==> config.mk <==
export PLATFORM = sky130hd
export DESIGN_NAME = alu
export DESIGN_NICKNAME = d
export VERILOG_FILES = /design/src/rtl/alu_pkg.sv /design/src/rtl/alu_flags.sv /design/src/rtl/alu.sv
export SDC_FILE = /design/constraint.sdc
export NUM_CORES = 1
export LEC_CHECK = 0
export BUFFER_PORTS_ARGS = -buffer_cell sky130_fd_sc_hd__buf_4
export CAP_MARGIN = 40
export CORE_MARGIN = 3
export CORE_UTILIZATION = 53
export DETAILED_ROUTE_END_ITERATION = 8
export PLACE_DENSITY = 0.78
export SYNTH_ARGS = -nofsm -noshare
export SYNTH_HDL_FRONTEND = slang
export SYNTH_SLANG_ARGS = --single-unit
==> constraint.sdc <==
create_clock -name clk -period 0.8 [get_ports clk]
set_input_delay 0.04 -clock clk [delete_from_list [all_inputs] [get_ports clk]]
set_output_delay 0.04 -clock clk [all_outputs]
set_load 0.05 [all_outputs]
==> src/rtl/alu_pkg.sv <==
// alu_pkg: opcode encodings, flag bit positions and default width shared by
// the ALU top level and its flag generator.
package alu_pkg;

    localparam int DEF_WIDTH = 32;

    localparam logic [2:0] OP_SLA = 3'b000;
    localparam logic [2:0] OP_SRA = 3'b001;
    localparam logic [2:0] OP_ADD = 3'b010;
    localparam logic [2:0] OP_SUB = 3'b011;
    localparam logic [2:0] OP_MUL = 3'b100;
    localparam logic [2:0] OP_AND = 3'b101;
    localparam logic [2:0] OP_OR  = 3'b110;
    localparam logic [2:0] OP_NOT = 3'b111;

    localparam int FLAG_OVF  = 2;
    localparam int FLAG_ZERO = 1;
    localparam int FLAG_NEG  = 0;

endpackage

==> src/rtl/alu_flags.sv <==
// alu_flags: combinational overflow / zero / negative generation from the
// operands, the wrapped result, the opcode and the multiply high half.
module alu_flags
    import alu_pkg::*;
#(
    parameter int WIDTH = DEF_WIDTH
) (
    input  logic [WIDTH-1:0] i_a,
    input  logic [WIDTH-1:0] i_b,
    input  logic [WIDTH-1:0] i_res,
    input  logic [2:0]       i_opcode,
    input  logic [WIDTH-1:0] i_mul_hi,
    output logic [2:0]       o_flags
);

    logic w_ovf;

    // Signed overflow per opcode; logic ops and sra can never overflow
    always_comb begin
        w_ovf = 1'b0;
        case (i_opcode)
            OP_SLA: w_ovf = i_a[WIDTH-1] ^ i_a[WIDTH-2];
            OP_ADD: w_ovf = (i_a[WIDTH-1] == i_b[WIDTH-1]) &&
                            (i_res[WIDTH-1] != i_a[WIDTH-1]);
            OP_SUB: w_ovf = (i_a[WIDTH-1] != i_b[WIDTH-1]) &&
                            (i_res[WIDTH-1] != i_a[WIDTH-1]);
            // Product fits only if the high half is the sign-extension of the low half
            OP_MUL: w_ovf = (i_mul_hi != {WIDTH{i_res[WIDTH-1]}});
            default: w_ovf = 1'b0;
        endcase
    end

    assign o_flags[FLAG_OVF]  = w_ovf;
    assign o_flags[FLAG_ZERO] = (i_res == '0);
    assign o_flags[FLAG_NEG]  = i_res[WIDTH-1];

endmodule

==> src/rtl/alu.sv <==
// alu: registered 32-bit execute-stage ALU (shift, add, sub, mul, and, or,
// not) with overflow/zero/negative flags and one cycle of latency.
// Build option: define ALU_MUL_EN to synthesize the signed multiplier; when
// undefined, opcode 100 returns c=0 with only the zero flag set.
module alu
    import alu_pkg::*;
#(
    parameter int WIDTH = DEF_WIDTH
) (
    input  logic             clk,
    input  logic             rst_n,
    input  logic             in_valid,
    input  logic [WIDTH-1:0] a,
    input  logic [WIDTH-1:0] b,
    input  logic [2:0]       opcode,
    output logic [WIDTH-1:0] c,
    output logic [2:0]       d,
    output logic             out_valid
);

    logic [WIDTH-1:0] w_result;
    logic [WIDTH-1:0] w_mul_hi;
    logic [2:0]       w_flags;

    logic [WIDTH-1:0] r_c;
    logic [2:0]       r_d;
    logic             r_vld;

`ifdef ALU_MUL_EN
    logic signed [2*WIDTH-1:0] w_a_ext;
    logic signed [2*WIDTH-1:0] w_b_ext;
    logic signed [2*WIDTH-1:0] w_product;

    // Sign-extend both operands so the full double-width product is exact
    assign w_a_ext   = $signed({{WIDTH{a[WIDTH-1]}}, a});
    assign w_b_ext   = $signed({{WIDTH{b[WIDTH-1]}}, b});
    assign w_product = w_a_ext * w_b_ext;
`endif

    // Operation mux producing the wrapped result and, for mul, the high half
    always_comb begin
        w_result = '0;
        w_mul_hi = '0;
        case (opcode)
            OP_SLA: w_result = {a[WIDTH-2:0], 1'b0};
            OP_SRA: w_result = {a[WIDTH-1], a[WIDTH-1:1]};
            OP_ADD: w_result = a + b;
            OP_SUB: w_result = a - b;
            OP_MUL: begin
`ifdef ALU_MUL_EN
                w_result = w_product[WIDTH-1:0];
                w_mul_hi = w_product[2*WIDTH-1:WIDTH];
`else
                w_result = '0;
                w_mul_hi = '0;
`endif
            end
            OP_AND: w_result = a & b;
            OP_OR:  w_result = a | b;
            OP_NOT: w_result = ~a;
            default: w_result = '0;
        endcase
    end

    alu_flags #(
        .WIDTH (WIDTH)
    ) u_flags (
        .i_a      (a),
        .i_b      (b),
        .i_res    (w_result),
        .i_opcode (opcode),
        .i_mul_hi (w_mul_hi),
        .o_flags  (w_flags)
    );

    // Output registers: capture on in_valid, hold otherwise; reset discards in-flight work
    always_ff @(posedge clk or negedge rst_n) begin
        if (!rst_n) begin
            r_c   <= '0;
            r_d   <= '0;
            r_vld <= 1'b0;
        end else begin
            r_vld <= in_valid;
            if (in_valid) begin
                r_c <= w_result;
                r_d <= w_flags;
            end
        end
    end

    assign c         = r_c;
    assign d         = r_d;
    assign out_valid = r_vld;

endmodule

==> results.json, run 1 <==
{
  "outcome": "aborted with a tool error",
  "stop_stage": "clock tree synthesis (4_1_cts)",
  "error": "[ERROR DPL-0038] Utilization greater than 100%, impossible to legalize",
  "avgSynthCellArea_um2": 6.94,
  "root_buffer": "clkbuf_8",
  "row_count": 37,
  "synth_cells": 839,
  "io_buffers": 105,
  "die_x_um": 111,
  "seq_area_frac_synth": 0.150,
  "post_cts_buffers": 76,
  "cts_made_buffers": 5,
  "cts_sinks": 35,
  "initial_core_util": 0.554,
  "post-dp-hpwl_um": 20500,
  "synth_edf_count": 0,
  "htree_levels": 2,
  "die_h_um": 111,
  "dp_slack_ns": -4.16,
  "syn_area_um2": 5830,
  "yosys_warnings": 0,
  "place.gp.congestion": 1.06,
  "holdBufCountCts": 1,
  "post_cts_resized": 208,
  "synthArstFlopShare": 1.00,
  "clock_path_buffers": 2,
  "syn_nets": 946,
  "yosys_most_used_dff": "dfrtp_1",
  "synth_seq_cells": 35,
  "synth_cell_types": 76,
  "io_pins": 106
}
-- kinds of logic after synthesis --
family	share of synthesized area
DFF	0.150
xor gates and xnor gates	0.0767
buffers and inverters	0.0533
AOI/OAI and AO/OA	0.368
and+or+nand+nor	0.236
muxes	0.0350
adders and majority gates	0.0807
-- cells in the mapped netlist (3+ instances only) --
master	count	area, µm²
or3_1	6	37.5
o221ai_1	3	26.3
o22ai_1	13	81.3
o211ai_1	8	60.1
ha_1	36	450
o211a_1	4	40.0
nand3_1	24	120
a21o_1	16	120
o41ai_2	3	48.8
xor2_1	26	228
nor3_1	17	85.1
dfrtp_1	35	876
o2bb2ai_1	3	26.3
a221oi_1	3	26.3
nor4_1	11	68.8
a22oi_1	3	22.5
buf_6	3	33.8
a31oi_1	14	87.6
inv_1	22	82.6
and3_1	3	18.8
xnor2_1	25	219
o41ai_1	4	35.0
o21ai_0	120	601
buf_1	5	18.8
clkbuf_1	35	131
o21a_1	9	67.6
a21oi_1	86	430
nand3b_1	10	75.1
nor2_1	90	338
mux2_2	11	124
nand2b_1	15	93.8
nand2_1	72	270
nor2b_1	10	62.6
nand4_1	9	56.3
o21bai_1	5	37.5
o31ai_1	10	75.1
and2_1	3	18.8
mux2i_1	8	80.1
or2_2	3	18.8
a32oi_1	3	26.3
a221o_1	4	40.0
a211oi_1	6	45.0
-- through the flow --
stage                     setup TNS, ns  instance area (µm²)  instances
after detailed placement         -98.66                 8890       1309
after global placement           -95.58                 8890       1309
after floorplan                  -76.88                 6170        839
==> run 2: changes to the inputs <==
- CORE_UTILIZATION: 53 -> 40
- PLACE_DENSITY: 0.78 -> not set
- PLACE_DENSITY_LB_ADDON: not set -> 0.15
- clock period: 0.8 -> 1 ns (I/O delays scaled with it)
==> run 2 against run 1 <==
The flow now finishes, with violations (negative setup slack). Synthesized cell count unchanged. Synthesized area unchanged.
==> results.json, run 2 <==
{
  "yosysMostFrequentCell": "o21ai_0",
  "fin_crit_ns": 4.36,
  "final_nets": 1348,
  "io_pins": 106,
  "hold_class": "primary input to flop",
  "dr.first_iter.drc_count": 738,
  "layout_common_cells": "380 x buf_4, 103 x o21ai_0, 80 x nor2_1",
  "synth_cell_types": 76,
  "drt-wirelength-per-cell_um": 20.6,
  "critical_path_arrival_ns": 4.51,
  "path_clk_slew_ns": 0.05,
  "avgSynthCellArea_um2": 6.94,
  "syn_area_um2": 5830,
  "ant_nets": 0,
  "initial_core_util": 0.415,
  "grt_pass1_vias": 8345,
  "row_count": 43,
  "critPathRequiredTime_ns": 1.15,
  "synth_common_cells": "120 x o21ai_0, 90 x nor2_1, 86 x a21oi_1",
  "root_buffer": "clkbuf_16",
  "post-dp-hpwl_um": 20000,
  "critPathMaxFanout": 4,
  "max-slew-margin-rel": 0.549,
  "die-area_um2": 16100,
  "grt_first_pass_wirelength_um": 42300,
  "antenna_cells": 0,
  "htree_levels": 2,
  "synth_top_family_by_area": "compound AO/OA/AOI/OAI gates",
  "drive_gt1_frac": 0.515,
  "clkLatencyLatePin_ns": 0.27,
  "p_leak_nw": 4.93,
  "drcViolationCount": 0,
  "grt.overflow.total": 0,
  "seq_area_frac_synth": 0.150,
  "synth_cells": 839,
  "largest_reg_flops": 31,
  "die_x_um": 127,
  "core-area_um2": 14000,
  "powerDensity_nw_per_um2": 1110,
  "layout_commonest_cell": "buf_4",
  "cp-start-kind": "primary input",
  "cp-end-kind": "flop",
  "final_area_um2": 10800,
  "place.gp.congestion": 1.00,
  "cts_made_buffers": 5,
  "area_growth_pct": 85.5,
  "slew_violations": 0,
  "setup_ws_ns": -3.36,
  "max_freq_mhz": 229,
  "yosysTopAreaCell": "dfrtp_1",
  "violations": "negative setup slack",
  "hold_viol": 0,
  "grt_setup_unrepaired": "true",
  "yosys.area_share.xor_xnor": 0.0767,
  "vias": 8672,
  "synth_fa_ha_area_frac": 0.0807,
  "fin_tns_setup_ns": -77.62,
  "syn_nets": 946,
  "synth_edf_count": 0,
  "grt_max_degree": 59,
  "netlist.area_leader.share": 0.150,
  "drt_pass1_iterations": 6,
  "avgViaCountPerCell": 6.10,
  "yosys_warnings": 0,
  "gr-usage-all-layers": 0.324,
  "synthMuxAreaShare": 0.0350,
  "antenna_found_initial": 1,
  "cts_tree": "built",
  "synthSimpleGateAreaFrac": 0.236,
  "io_buffers": 105,
  "synth_seq_cells": 35,
  "finClkSkew_ns": 0,
  "synthArstFlopShare": 1.00,
  "outcome": "finished, violations left",
  "wirelength_um": 29300,
  "finalCritPeriodShare": 4.36,
  "placed_area_um2": 9020,
  "peakVddDrop_uv": 976,
  "yosys_most_used_dff": "dfrtp_1",
  "synth-compound-area-share": 0.368,
  "crit_type": "primary input to flop",
  "setup_viol": 34,
  "fill_cells": 979,
  "p_total_mw": 12.0,
  "cts_sinks": 35,
  "die_h_um": 127,
  "clock_path_buffers": 2,
  "multi_input_area_um2": 5780,
  "worst_slew_pin_slew_ns": 0.676,
  "synthTopCellsByArea": "dfrtp_1 15%, o21ai_0 10%, ha_1 7.7%, a21oi_1 7.4%, nor2_1 5.8%",
  "regArea_um2": 876,
  "cap_violations": 0
}
==> run 2: cell counts after synthesis <==
No cell type changed its count.
==> run 2: critical path: stages <==
cell and delay [ns]:
buf_8 0.10, inv_6 0.05, ha_4 0.14, nand2_2 0.06, or3_4 0.33, or4b_4 0.51, or2_4 0.30, or3_4 0.43
buf_6 0.15, o41ai_4 0.29, xor2_1 0.11, ha_1 0.37, buf_6 0.13, nand4_1 0.17, o41ai_2 0.38, a21oi_2 0.10
xnor2_2 0.22, buf_4 0.16, nor4_2 0.04, a211oi_2 0.30, o2bb2ai_1 0.12
==> run 2: report_power, final <==
group | total [mW] | switching, mW | internal (mW)
clock network | 1.80 | 0.559 | 1.24
logic | 8.40 | 4.50 | 3.90
registers | 1.77 | 0.139 | 1.63
total | 12.0 | 5.19 | 6.77
==> run 2: cell families (layout without fill, tap and decap cells) <==
group,after synthesis,after routing
AO/OA/AOI/OAI,341,341
XOR/XNOR,51,51
adder cells (fa/ha/maj),37,37
buffers and inverters,70,472
flip-flops,35,35
multiplexers,19,19
AND/OR/NAND/NOR,286,287
==> run 2: final cells by class <==
class	instances	area share
clock inverter	2	0.00324
multi-input combinational	735	0.534
sequential	35	0.0810
timing repair buffer	441	0.337
inverter	23	0.0101
tap	180	0.0208
clock buffer	6	0.0129
==> run 2: per-stage QoR <==
stage                     hold WS (ns)  std cells  utilization  setup slack (ns)
final                            0.254       1422        0.770             -3.36
after global routing             0.273       1422        0.770             -3.52
after CTS                        0.234       1402        0.722             -3.25
after detailed placement        0.0208       1362        0.642             -3.92
after global placement          0.0216       1362        0.642             -3.85
after floorplan                 -0.246        839            -             -3.33
==> run 2: final timing paths <==
kind | startpoint | to | slack, ns | cells after the start
min in group asynchronous | rst_n | c[24] | 0.29 | 2
min | in_valid | c[5] | 0.25 | 5
min reg2reg | c[5] | c[5] | 0.50 | 2
max | b[0] | d[2] | -3.36 | 21
max reg2reg | c[21] | c[21] | 0.14 | 2
max in group asynchronous | rst_n | c[17] | 0.39 | 2
==> run 2: repair_timing <==
item	CTS	global route
resized for setup	140	103
endpoints found under the hold margin	35	0
setup buffers	31	26
hold buffers	1	0
endpoints found under the setup margin	34	34
cloned	3	0
pin swaps	90	74
==> run 2: metal layers <==
layer,track usage,vias to the layer above,routed length [µm]
met1,0.375,4032,10300
met3,0.0472,180,2310
met5,0,-,7
met2,0.565,529,14500
met4,0.194,2,2210
li1,-,3929,-
(Power assumes the default switching activity.)
==> run 3: changes to the inputs <==
- CORE_UTILIZATION: 40 -> 45
==> run 3 against run 2 <==
The run ends with design-rule violations, negative setup slack left. Maximum frequency fell by 2.9%. Non-clock buffer count is 24 lower. Routed wire length is 7.2% higher. Setup slack lost 0.13 ns. Core utilization up 8.9 points. Sequential power about the same. Flip-flop and latch count stayed put. Worst hold slack lost 0.0096 ns.
==> results.json, run 3 (synthesis results as in run 2) <==
{
  "wirelength_um": 31400,
  "fin_crit_ns": 4.49,
  "clkLatencyLatePin_ns": 0.28,
  "core-area_um2": 12300,
  "ant_nets": 0,
  "p_leak_nw": 4.82,
  "max_freq_mhz": 223,
  "sequentialPowerShare": 0.153,
  "cap_violations": 0,
  "clock_path_buffers": 2,
  "area_growth_pct": 81.5,
  "grt.overflow.total": 0,
  "setup_viol": 34,
  "post-dp-hpwl_um": 20200,
  "dr.first_iter.drc_count": 1124,
  "outcome": "finished, violations left",
  "die_h_um": 120,
  "layout_commonest_cell": "buf_4",
  "p_total_mw": 11.7,
  "cts_made_buffers": 5,
  "critical_path_arrival_ns": 4.66,
  "regToRegStartpoint": "c[13]",
  "row_count": 40,
  "root_buffer": "clkbuf_16",
  "drt-wirelength-per-cell_um": 22.7,
  "place.gp.congestion": 0.996,
  "cts_tree": "built",
  "powerDensity_nw_per_um2": 1110,
  "die_x_um": 120,
  "critPathMaxFanout": 5,
  "layout_common_cells": "361 x buf_4, 106 x o21ai_0, 81 x nor2_1",
  "setup_ws_ns": -3.49,
  "final_util": 0.859,
  "antenna_found_initial": 0,
  "r2r_cells": 1,
  "io_buffers": 105,
  "min_from": "in_valid",
  "startpoint": "b[0]",
  "final_nets": 1323,
  "r2r-end": "c[13]",
  "largest_reg_flops": 31,
  "r2r_setup_slack_ns": 0.20,
  "pwr-share-comb": 0.705,
  "critPathRequiredTime_ns": 1.17,
  "fill_cells": 714,
  "finClkSkew_ns": 0,
  "cts_sinks": 35,
  "path_clk_slew_ns": 0.05,
  "avgViaCountPerCell": 6.46,
  "drive_gt1_frac": 0.495,
  "max-slew-margin-rel": 0.547,
  "cp-end-kind": "flop",
  "clkPwrFrac": 0.142,
  "netSwitchingFraction": 0.456,
  "die-area_um2": 14300,
  "crit_end": "d[1]",
  "htree_levels": 2,
  "cell_internal_pwr_mw": 6.39,
  "initial_core_util": 0.473,
  "fin_tns_setup_ns": -81.48,
  "drt_pass1_iterations": 9,
  "antenna_cells": 0,
  "gr-usage-all-layers": 0.380,
  "peakVddDrop_uv": 1530,
  "hold_class": "primary input to flop",
  "grt_setup_unrepaired": "true",
  "grt_max_degree": 59,
  "grt_pass1_vias": 8616,
  "slew_violations": 0,
  "cp-start-kind": "primary input",
  "drcViolationCount": 1,
  "vias": 8948,
  "min_path_cells": 5,
  "io_pins": 106,
  "crit_type": "primary input to flop",
  "violations": "design-rule violations, negative setup slack",
  "worst_slew_pin_slew_ns": 0.680,
  "hold_viol": 0,
  "dp_slack_ns": -4.01,
  "finalCritPeriodShare": 4.49,
  "p_sw_mw": 5.34,
  "grt_first_pass_wirelength_um": 44400
}
## run 3: what timing repair did
| item | in CTS | in global routing |
|---|---|---|
| endpoints found under the setup margin | 34 | 34 |
| buffers inserted | 25 | 28 |
| endpoints found under the hold margin | 35 | 0 |
| resized for setup | 133 | 100 |
| gates cloned | 2 | 1 |
| pin swaps | 69 | 67 |
| hold buffers | 1 | 0 |
## run 3: worst min-delay path by stage
stage            end
2_1_floorplan   c[0]
3_3_place_gp   c[25]
3_5_place_dp   c[29]
4_1_cts         c[5]
5_1_grt         c[5]
6_report        c[5]
## run 3: power groups by stage
stage               logic [mW]  registers, mW  clock network, mW
floorplan                 2.76           2.53                  0
global placement          6.35           1.78                  0
detailed placement        6.48           1.79                  0
CTS                       7.29           1.77               1.64
global route              8.62           1.80               1.73
finish                    8.27           1.79               1.67
## run 3: through the flow
step / area (µm²) / hold slack, ns / cells
2_1_floorplan: 6160 / -0.246 / 839
3_3_place_gp: 8910 / 0.0183 / 1337
3_5_place_dp: 8910 / 0.0282 / 1337
4_1_cts: 9930 / 0.211 / 1367
5_1_grt: 10600 / 0.248 / 1385
6_report: 10600 / 0.245 / 1385
## run 3: metal layers
layer	global-route usage	vias up	wire length, µm
met3	0.0476	220	3100
met4	0.181	0	2190
met2	0.665	684	14900
li1	-	3882	-
met5	0	-	0
met1	0.462	4162	11300
## run 3: layout make-up
cell class	count	area (µm²)	share of cell area
Sequential cell	35	876	0.0828
Inverter	23	109	0.0103
Timing Repair Buffer	417	3470	0.328
Multi-Input combinational cell	734	5760	0.545
Tap cell	168	210	0.0199
Clock buffer	8	156	0.0148
## run 3: critical path, cell delays in order
cell and delay (ns):
buf_8 0.11, inv_6 0.06, ha_4 0.14, nand2_2 0.05, or3_4 0.33, or4b_4 0.49, or2_4 0.32, or3_4 0.46
o31ai_4 0.27, xor2_2 0.13, ha_4 0.19, buf_6 0.12, a21o_1 0.15, a21o_1 0.16, a21o_1 0.22, a22oi_2 0.28
nand3b_1 0.14, a21oi_2 0.17, xnor2_1 0.09, a21oi_1 0.23, nand3_1 0.13, o41ai_2 0.36
